--- config.mk ---
export PLATFORM = sky130hd
export DESIGN_NAME = cp0_reg_flat
export DESIGN_NICKNAME = d
export VERILOG_FILES = /design/src/rtl/cp0_reg_pkg.sv /design/src/rtl/cp0_reg_if.sv /design/src/rtl/cp0_reg_timer.sv /design/src/rtl/cp0_reg.sv /design/src/flat_wrapper.sv
export SDC_FILE = /design/constraint.sdc
export NUM_CORES = 1
export LEC_CHECK = 0
export CAP_MARGIN = 10
export CORE_UTILIZATION = 50
export DETAILED_ROUTE_END_ITERATION = 10
export PLACE_DENSITY_LB_ADDON = 0.1
export RECOVER_POWER = 100
export SYNTH_ARGS = -nofsm -noshare
export SYNTH_HDL_FRONTEND = slang
export SYNTH_HIERARCHICAL = 1
export SYNTH_SLANG_ARGS = --single-unit
export TNS_END_PERCENT = 10
--- constraint.sdc ---
create_clock -name clk -period 3.6 [get_ports clk]
set_input_delay 0.72 -clock clk [delete_from_list [all_inputs] [get_ports clk]]
set_output_delay 0.72 -clock clk [all_outputs]
set_load 0.01 [all_outputs]
--- src/rtl/cp0_reg_pkg.sv ---
// Shared CP0 definitions: commit-side exception types, ExcCode values,
// register addresses and Status/Cause bit positions.
package cp0_reg_pkg;

  localparam int EXCT_W = 4;

  typedef enum logic [EXCT_W-1:0] {
    EXCT_NONE  = 4'd0,
    EXCT_INTR  = 4'd1,
    EXCT_ADEL1 = 4'd2,
    EXCT_ADEL2 = 4'd3,
    EXCT_ADES  = 4'd4,
    EXCT_OV    = 4'd5,
    EXCT_SYSC  = 4'd6,
    EXCT_BP    = 4'd7,
    EXCT_RI    = 4'd8,
    EXCT_ERET  = 4'd9
  } exct_e;

  localparam logic [4:0] EXCCODE_INT  = 5'h00;
  localparam logic [4:0] EXCCODE_ADEL = 5'h04;
  localparam logic [4:0] EXCCODE_ADES = 5'h05;
  localparam logic [4:0] EXCCODE_SYS  = 5'h08;
  localparam logic [4:0] EXCCODE_BP   = 5'h09;
  localparam logic [4:0] EXCCODE_RI   = 5'h0A;
  localparam logic [4:0] EXCCODE_OV   = 5'h0C;

  // {rd[4:0], sel[2:0]}
  localparam logic [7:0] ADDR_BADVADDR = {5'd8,  3'd0};
  localparam logic [7:0] ADDR_COUNT    = {5'd9,  3'd0};
  localparam logic [7:0] ADDR_COMPARE  = {5'd11, 3'd0};
  localparam logic [7:0] ADDR_STATUS   = {5'd12, 3'd0};
  localparam logic [7:0] ADDR_CAUSE    = {5'd13, 3'd0};
  localparam logic [7:0] ADDR_EPC      = {5'd14, 3'd0};
  localparam logic [7:0] ADDR_ERROREPC = {5'd30, 3'd0};

  localparam int STATUS_IE     = 0;
  localparam int STATUS_EXL    = 1;
  localparam int STATUS_IM_LSB = 8;
  localparam int STATUS_BEV    = 22;
  localparam int CAUSE_EXC_LSB = 2;
  localparam int CAUSE_IP_LSB  = 8;
  localparam int CAUSE_TI      = 30;
  localparam int CAUSE_BD      = 31;

  function automatic logic [4:0] exc_code(input exct_e t);
    case (t)
      EXCT_ADEL1, EXCT_ADEL2: return EXCCODE_ADEL;
      EXCT_ADES:              return EXCCODE_ADES;
      EXCT_SYSC:              return EXCCODE_SYS;
      EXCT_BP:                return EXCCODE_BP;
      EXCT_RI:                return EXCCODE_RI;
      EXCT_OV:                return EXCCODE_OV;
      default:                return EXCCODE_INT;
    endcase
  endfunction

  function automatic logic is_addr_exc(input exct_e t);
    return t inside {EXCT_ADEL1, EXCT_ADEL2, EXCT_ADES};
  endfunction

endpackage

--- src/rtl/cp0_reg_if.sv ---
// MFC0/MTC0 access, exception-commit and status lines between the pipeline and CP0.
interface cp0_reg_if;
  logic [5:0]                     ext_int_i;
  logic                           we_i;
  logic [7:0]                     waddr_i;
  logic [31:0]                    wdata_i;
  logic [7:0]                     raddr_i;
  logic [31:0]                    rdata_o;
  logic                           exc_flag_i;
  logic [cp0_reg_pkg::EXCT_W-1:0] exc_type_i;
  logic [31:0]                    exc_pc_i;
  logic [31:0]                    exc_baddr_i;
  logic                           exc_bd_i;
  logic [31:0]                    epc_o;
  logic [31:0]                    errorepc_o;
  logic                           intr_o;
  logic [31:0]                    status_o;
  logic [31:0]                    cause_o;

  modport slave (
    input  ext_int_i, we_i, waddr_i, wdata_i, raddr_i,
           exc_flag_i, exc_type_i, exc_pc_i, exc_baddr_i, exc_bd_i,
    output rdata_o, epc_o, errorepc_o, intr_o, status_o, cause_o
  );

  modport master (
    output ext_int_i, we_i, waddr_i, wdata_i, raddr_i,
           exc_flag_i, exc_type_i, exc_pc_i, exc_baddr_i, exc_bd_i,
    input  rdata_o, epc_o, errorepc_o, intr_o, status_o, cause_o
  );
endinterface

--- src/rtl/cp0_reg_timer.sv ---
// Count/Compare timer: Count advances every COUNT_DIV cycles, TI latches on
// Count == Compare until cleared.
module cp0_timer #(
  parameter int COUNT_DIV = 2
) (
  input  logic        clk,
  input  logic        resetn,
  input  logic        count_we_i,
  input  logic        compare_we_i,
  input  logic        clear_ti_i,
  input  logic [31:0] wdata_i,
  output logic [31:0] count_o,
  output logic [31:0] compare_o,
  output logic        ti_o
);

  logic        div_q, div_d;
  logic [31:0] count_q, count_d;
  logic [31:0] compare_q, compare_d;
  logic        ti_q, ti_d;
  logic        tick;

  // With COUNT_DIV == 1 the divider stays at 0 and every cycle ticks.
  assign tick = (div_q == 1'(COUNT_DIV - 1));

  always_comb begin
    div_d     = tick ? 1'b0 : div_q + 1'b1;
    count_d   = tick ? count_q + 32'd1 : count_q;
    compare_d = compare_q;
    ti_d      = ti_q;
    if (count_we_i) begin
      count_d = wdata_i;
      div_d   = 1'b0;
    end
    if (compare_we_i) compare_d = wdata_i;
    if (clear_ti_i)                  ti_d = 1'b0;
    else if (count_q == compare_q)   ti_d = 1'b1;
  end

  always_ff @(posedge clk or negedge resetn) begin
    if (!resetn) begin
      div_q     <= 1'b0;
      count_q   <= '0;
      compare_q <= '0;
      ti_q      <= 1'b0;
    end else begin
      div_q     <= div_d;
      count_q   <= count_d;
      compare_q <= compare_d;
      ti_q      <= ti_d;
    end
  end

  assign count_o   = count_q;
  assign compare_o = compare_q;
  assign ti_o      = ti_q;

endmodule

--- src/rtl/cp0_reg.sv ---
// CP0 register file: exception commit updates, MFC0/MTC0 access, interrupt
// qualification and the Count/Compare timer.
module cp0_reg
  import cp0_reg_pkg::*;
#(
  parameter int COUNT_DIV = 2,
  parameter int TIMER_IP  = 7
) (
  input logic      clk,
  input logic      resetn,
  cp0_reg_if.slave bus
);

  exct_e       exc_type;
  logic        exc_commit, eret_commit, wr_en;
  logic        count_we, compare_we;
  logic [31:0] count, compare;
  logic        ti;

  logic [7:0]  im_q, im_d;
  logic        exl_q, exl_d, ie_q, ie_d;
  logic [1:0]  ip_sw_q, ip_sw_d;
  logic [5:0]  ip_hw_q, ip_hw_d;
  logic        bd_q, bd_d;
  logic [4:0]  exccode_q, exccode_d;
  logic [31:0] epc_q, epc_d, errorepc_q, errorepc_d, badvaddr_q, badvaddr_d;

  logic [7:0]  ip;
  logic [31:0] status, cause;

  assign exc_type    = exct_e'(bus.exc_type_i);
  assign eret_commit = bus.exc_flag_i && (exc_type == EXCT_ERET);
  assign exc_commit  = bus.exc_flag_i && (exc_type != EXCT_ERET);
  // A committing exception or ERET swallows any MTC0 in the same cycle.
  assign wr_en       = bus.we_i && !bus.exc_flag_i;
  assign count_we    = wr_en && (bus.waddr_i == ADDR_COUNT);
  assign compare_we  = wr_en && (bus.waddr_i == ADDR_COMPARE);

  cp0_timer #(.COUNT_DIV(COUNT_DIV)) u_timer (
    .clk          (clk),
    .resetn       (resetn),
    .count_we_i   (count_we),
    .compare_we_i (compare_we),
    .clear_ti_i   (compare_we),
    .wdata_i      (bus.wdata_i),
    .count_o      (count),
    .compare_o    (compare),
    .ti_o         (ti)
  );

  always_comb begin
    im_d       = im_q;
    exl_d      = exl_q;
    ie_d       = ie_q;
    ip_sw_d    = ip_sw_q;
    ip_hw_d    = bus.ext_int_i;
    bd_d       = bd_q;
    exccode_d  = exccode_q;
    epc_d      = epc_q;
    errorepc_d = errorepc_q;
    badvaddr_d = badvaddr_q;
    if (exc_commit) begin
      exl_d     = 1'b1;
      exccode_d = exc_code(exc_type);
      // Nested exceptions keep the original return point.
      if (!exl_q) begin
        epc_d = bus.exc_bd_i ? bus.exc_pc_i - 32'd4 : bus.exc_pc_i;
        bd_d  = bus.exc_bd_i;
      end
      if (is_addr_exc(exc_type)) badvaddr_d = bus.exc_baddr_i;
    end else if (eret_commit) begin
      exl_d = 1'b0;
    end else if (wr_en) begin
      case (bus.waddr_i)
        ADDR_STATUS: begin
          im_d  = bus.wdata_i[STATUS_IM_LSB +: 8];
          exl_d = bus.wdata_i[STATUS_EXL];
          ie_d  = bus.wdata_i[STATUS_IE];
        end
        ADDR_CAUSE:    ip_sw_d    = bus.wdata_i[1:0];
        ADDR_EPC:      epc_d      = bus.wdata_i;
        ADDR_ERROREPC: errorepc_d = bus.wdata_i;
        default: ;
      endcase
    end
  end

  always_ff @(posedge clk or negedge resetn) begin
    if (!resetn) begin
      im_q       <= '0;
      exl_q      <= 1'b0;
      ie_q       <= 1'b0;
      ip_sw_q    <= '0;
      ip_hw_q    <= '0;
      bd_q       <= 1'b0;
      exccode_q  <= '0;
      epc_q      <= '0;
      errorepc_q <= '0;
      badvaddr_q <= '0;
    end else begin
      im_q       <= im_d;
      exl_q      <= exl_d;
      ie_q       <= ie_d;
      ip_sw_q    <= ip_sw_d;
      ip_hw_q    <= ip_hw_d;
      bd_q       <= bd_d;
      exccode_q  <= exccode_d;
      epc_q      <= epc_d;
      errorepc_q <= errorepc_d;
      badvaddr_q <= badvaddr_d;
    end
  end

  assign ip = {ip_hw_q, ip_sw_q} | (8'(ti) << TIMER_IP);

  always_comb begin
    status                         = '0;
    status[STATUS_BEV]             = 1'b1;
    status[STATUS_IM_LSB +: 8]     = im_q;
    status[STATUS_EXL]             = exl_q;
    status[STATUS_IE]              = ie_q;
    cause                          = '0;
    cause[CAUSE_BD]                = bd_q;
    cause[CAUSE_TI]                = ti;
    cause[CAUSE_IP_LSB +: 8]       = ip;
    cause[CAUSE_EXC_LSB +: 5]      = exccode_q;
  end

  always_comb begin
    case (bus.raddr_i)
      ADDR_BADVADDR: bus.rdata_o = badvaddr_q;
      ADDR_COUNT:    bus.rdata_o = count;
      ADDR_COMPARE:  bus.rdata_o = compare;
      ADDR_STATUS:   bus.rdata_o = status;
      ADDR_CAUSE:    bus.rdata_o = cause;
      ADDR_EPC:      bus.rdata_o = epc_q;
      ADDR_ERROREPC: bus.rdata_o = errorepc_q;
      default:       bus.rdata_o = '0;
    endcase
  end

  assign bus.epc_o      = (bus.we_i && (bus.waddr_i == ADDR_EPC)) ? bus.wdata_i : epc_q;
  assign bus.errorepc_o = errorepc_q;
  assign bus.intr_o     = (|(ip & im_q)) & ie_q & ~exl_q;
  assign bus.status_o   = status;
  assign bus.cause_o    = cause;

endmodule
--- src/flat_wrapper.sv ---
// flat-port wrapper written by rule: the top's interface ports become plain ports
module cp0_reg_flat import cp0_reg_pkg::*;
#(
  parameter int COUNT_DIV = 2,
  parameter int TIMER_IP  = 7
)
  (clk, resetn, bus_ext_int_i, bus_we_i, bus_waddr_i, bus_wdata_i, bus_raddr_i, bus_exc_flag_i, bus_exc_type_i, bus_exc_pc_i, bus_exc_baddr_i, bus_exc_bd_i, bus_rdata_o, bus_epc_o, bus_errorepc_o, bus_intr_o, bus_status_o, bus_cause_o);
  cp0_reg_if bus_i ();
  input logic clk;
  input logic resetn;
  input wire logic [$bits(bus_i.ext_int_i)-1:0] bus_ext_int_i;
  input wire logic [$bits(bus_i.we_i)-1:0] bus_we_i;
  input wire logic [$bits(bus_i.waddr_i)-1:0] bus_waddr_i;
  input wire logic [$bits(bus_i.wdata_i)-1:0] bus_wdata_i;
  input wire logic [$bits(bus_i.raddr_i)-1:0] bus_raddr_i;
  input wire logic [$bits(bus_i.exc_flag_i)-1:0] bus_exc_flag_i;
  input wire logic [$bits(bus_i.exc_type_i)-1:0] bus_exc_type_i;
  input wire logic [$bits(bus_i.exc_pc_i)-1:0] bus_exc_pc_i;
  input wire logic [$bits(bus_i.exc_baddr_i)-1:0] bus_exc_baddr_i;
  input wire logic [$bits(bus_i.exc_bd_i)-1:0] bus_exc_bd_i;
  output wire logic [$bits(bus_i.rdata_o)-1:0] bus_rdata_o;
  output wire logic [$bits(bus_i.epc_o)-1:0] bus_epc_o;
  output wire logic [$bits(bus_i.errorepc_o)-1:0] bus_errorepc_o;
  output wire logic [$bits(bus_i.intr_o)-1:0] bus_intr_o;
  output wire logic [$bits(bus_i.status_o)-1:0] bus_status_o;
  output wire logic [$bits(bus_i.cause_o)-1:0] bus_cause_o;
  assign bus_i.ext_int_i = bus_ext_int_i;
  assign bus_i.we_i = bus_we_i;
  assign bus_i.waddr_i = bus_waddr_i;
  assign bus_i.wdata_i = bus_wdata_i;
  assign bus_i.raddr_i = bus_raddr_i;
  assign bus_i.exc_flag_i = bus_exc_flag_i;
  assign bus_i.exc_type_i = bus_exc_type_i;
  assign bus_i.exc_pc_i = bus_exc_pc_i;
  assign bus_i.exc_baddr_i = bus_exc_baddr_i;
  assign bus_i.exc_bd_i = bus_exc_bd_i;
  assign bus_rdata_o = bus_i.rdata_o;
  assign bus_epc_o = bus_i.epc_o;
  assign bus_errorepc_o = bus_i.errorepc_o;
  assign bus_intr_o = bus_i.intr_o;
  assign bus_status_o = bus_i.status_o;
  assign bus_cause_o = bus_i.cause_o;
  cp0_reg #(.COUNT_DIV(COUNT_DIV), .TIMER_IP(TIMER_IP)) u_core (.clk(clk), .resetn(resetn), .bus(bus_i));
endmodule
==> impl_metrics.py <==
metrics = {
    "cells_and_area": {
        "synthToLayoutAreaGrowth_pct": 32.12,
        "multiInputGateArea_um2": 5946,
        "ff_latch_area_um2": 4629,
        "finalNonFillerCells": 1678,
        "postLayoutCellArea_um2": 14650,
        "nets": 1512,
        "finalCoreUtilization_pct": 67.33,
        "fillers": 1743,
        "drive_gt1_share_pct": 20.13,
    },
    "clocking": {
        "numCtsBuffers": 17,
        "cts.sinks": 185,
        "clock_latency_ps": 440,
        "root_buffer": "clkbuf_16",
        "clk_pin_slew_worst_paths_ps": 70,
        "cts_tree": "built",
        "clk_path_buf_depth": 2,
        "cts_max_level": 4,
        "cts_setup_buffers": 0,
    },
    "sta": {
        "setup_tns_ps": -1.884,
        "post-route-period-util_pct": 100.1,
        "tightestPinTransition_ps": 1623,
        "hold_viol": 0,
        "period_needed_ps": 3602,
        "slew_viol_final": 190,
        "relSlewSlack_pct": -8.178,
        "hold_ws_ps": 507.9,
        "clock-skew-final_ps": 7.386,
        "rsz0062_at_grt": "true",
        "max_freq_ghz": 0.2776,
        "layout_setup_ws_ps": -1.884,
        "finalSetupViolations": 1,
    },
    "grt": {
        "antenna_found_initial": 2,
        "grt_first_pass_wirelength_mm": 59.98,
        "grt_max_degree": 64,
        "grtUsageTotal_pct": 36.55,
        "grt_pass1_vias": 9650,
        "grt_overflow": 0,
    },
    "floorplanning": {
        "core_um2": 21760,
        "dieArea_um2": 22770,
        "initial_utilization_pct": 50.96,
        "die_x_um": 150.9,
        "io_pins": 288,
        "fp.dieH_um": 150.9,
        "row_count": 54,
    },
    "routing": {
        "route.detailed.drc": 0,
        "vias": 10280,
        "drt-pass1-iter-count": 8,
        "routed_wl_mm": 40.72,
        "wl_per_cell_um": 24.27,
        "ant_nets": 0,
        "vias_per_cell": 6.125,
        "drt-initial-drc-count": 1056,
    },
    "status": {
        "status": "finished, violations left",
        "violations": "max-capacitance violations, max-slew violations, negative setup slack",
    },
    "setup_path": {
        "endpoint_kind": "output port",
        "cp-start-kind": "primary input",
        "cp_max_fo": 17,
        "worstPathRequired_ps": 2880,
        "cp.arrival_ps": 2880,
        "path_class": "primary input to output port",
    },
    "place": {
        "post-dp-hpwl_mm": 31.65,
        "place_area_um2": 14180,
        "dpl_worst_slack_ps": -210.5,
        "placed_cells": 1644,
        "gp_congestion": 0.9543,
        "io_buffers": 247,
    },
    "logic_synthesis": {
        "ys_warn_count": 6,
        "synth_common_cells": "dfrtp_1, mux2_2, nand2_1",
        "synth.avg_cell_area_um2": 10.11,
        "synth_top_area_share_pct": 41.76,
        "synth-edff-count": 0,
        "yosysTopAreaCell": "dfrtp_1",
        "synth.area.top_cells": "dfrtp_1, mux2_2, xnor2_1, nand2_1, buf_4",
        "synth_ff_type": "dfrtp_1",
        "async_flop_share_pct": 100.0,
        "synth.ff_latch_count": 185,
        "ys_types": 67,
        "synthCells": 1097,
        "synth.most_common_cell": "dfrtp_1",
        "yosysSeqAreaShare_pct": 41.76,
        "syn_area_um2": 11090,
    },
    "flow_run": {
        "cap_violations": 3,
    },
    "power_and_ir_drop": {
        "p_leak_nw": 6.308,
        "finalPower_mw": 5.890,
        "max-vdd-ir-drop_mv": 0.1818,
        "cellPowerDensity_nw_per_um2": 402.1,
    },
    "worst_hold_path": {
        "hp-class": "register to register",
    },
}
-- cells in the final DEF, fill, tap and decap left out, types with 7 or more instances in the layout --
master | netlist | layout
a21oi_1 | 28 | 28
a22oi_1 | 37 | 36
a31oi_1 | 7 | 7
buf_4 | 53 | 73
clkbuf_1 | 33 | 18
clkbuf_16 | 0 | 17
clkbuf_2 | 1 | 8
clkdlybuf4s50_1 | 0 | 130
conb_1 | 2 | 40
dfrtp_1 | 185 | 185
dlygate4sd2_1 | 0 | 33
dlygate4sd3_1 | 0 | 66
inv_1 | 12 | 12
mux2_1 | 9 | 9
mux2_2 | 141 | 141
mux2i_1 | 35 | 35
nand2_1 | 110 | 109
nand3_1 | 23 | 22
nand4_1 | 19 | 19
nor2_1 | 58 | 57
nor3_1 | 26 | 26
nor4_1 | 14 | 16
o211ai_1 | 7 | 7
o21ai_0 | 53 | 62
o221ai_1 | 10 | 10
o22ai_1 | 16 | 14
xnor2_1 | 67 | 67
xor2_1 | 16 | 16
-- final timing paths --
kind                                                   startpoint                                  endpoint  slack [ps]  cells past startpoint
setup / recovery                                   bus_raddr_i[1]                           bus_rdata_o[21]          -2                      8
hold / removal                  u_core/badvaddr_q[27]$_DFFE_PN0P_         u_core/badvaddr_q[27]$_DFFE_PN0P_         510                      1
setup reg to reg           u_core/u_timer/count_o[22]$_DFFE_PN0N_    u_core/u_timer/count_o[31]$_DFFE_PN0N_        1180                      5
hold reg to reg                 u_core/badvaddr_q[27]$_DFFE_PN0P_         u_core/badvaddr_q[27]$_DFFE_PN0P_         510                      1
max in group asynchronous                                  resetn  u_core/u_timer/compare_o[17]$_DFFE_PN0P_         620                      2
min in group asynchronous                                  resetn      u_core/bus.errorepc_o[2]$_DFFE_PN0P_         650                      1
-- registers in the layout, summed over array words and instances (netlist names) --
name	count
u_core/ip_sw_q	2
u_core/exl_q	1
u_core/exccode_q	4
u_core/u_timer/compare_o	32
u_core/u_timer/count_o	32
u_core/u_timer/div_q	1
u_core/badvaddr_q	32
u_core/epc_q	32
u_core/u_timer/ti_o	1
u_core/ip_hw_q	6
u_core/bus.errorepc_o	32
u_core/im_q	8
u_core/ie_q	1
u_core/bd_q	1
-- final cells by class --
cell class	instances	area share (%)
multi-input cells	829	40.59
clock inverters	14	1.444
inverters	12	0.3075
flip-flops and latches	185	31.61
clock buffers	18	2.930
repair buffers	338	20.70
diodes	2	0.03417
well taps	280	2.392
-- critical path: stages --
cell             delay, ps
clkdlybuf4s50_1        460
or3_4                  430
nor2_1                 140
and3_4                 220
buf_12                 150
a21oi_1                 80
o21ai_1                110
clkdlybuf4s50_1        560
-- cells by family (layout without fill, tap and decap cells) --
kind of cell,after synthesis,after routing,synth area share [%]
mux,185,185,18.40
compound gates,200,200,11.73
buf+inv,121,382,6.094
simple gates,319,319,15.18
other cells,2,42,0.06774
xor+xnor,83,83,6.557
fa+ha+maj,2,2,0.2257
flops,185,185,41.76
-- per-layer routing --
metal  vias up  part of all wire, %  global-route usage [%]
met5         -                    0                       0
met4         0                  3.3                   12.55
met3        94                   11                   9.940
met2       643                   44                   53.81
met1      5070                   42                   51.66
li1       4470                    -                       -
-- timing repair --
item | CTS | global route
hold buffers | 0 | 0
pin swaps | 0 | 1
cloned | 0 | 0
resized for setup | 43 | 28
setup endpoints to repair | 54 | 35
-- power by group --
part           internal [mW]  switching [mW]
Clock                   1.18           0.876
Combinational          0.617           0.585
Sequential              2.31           0.313
Power figures use the tool's default switching activity.
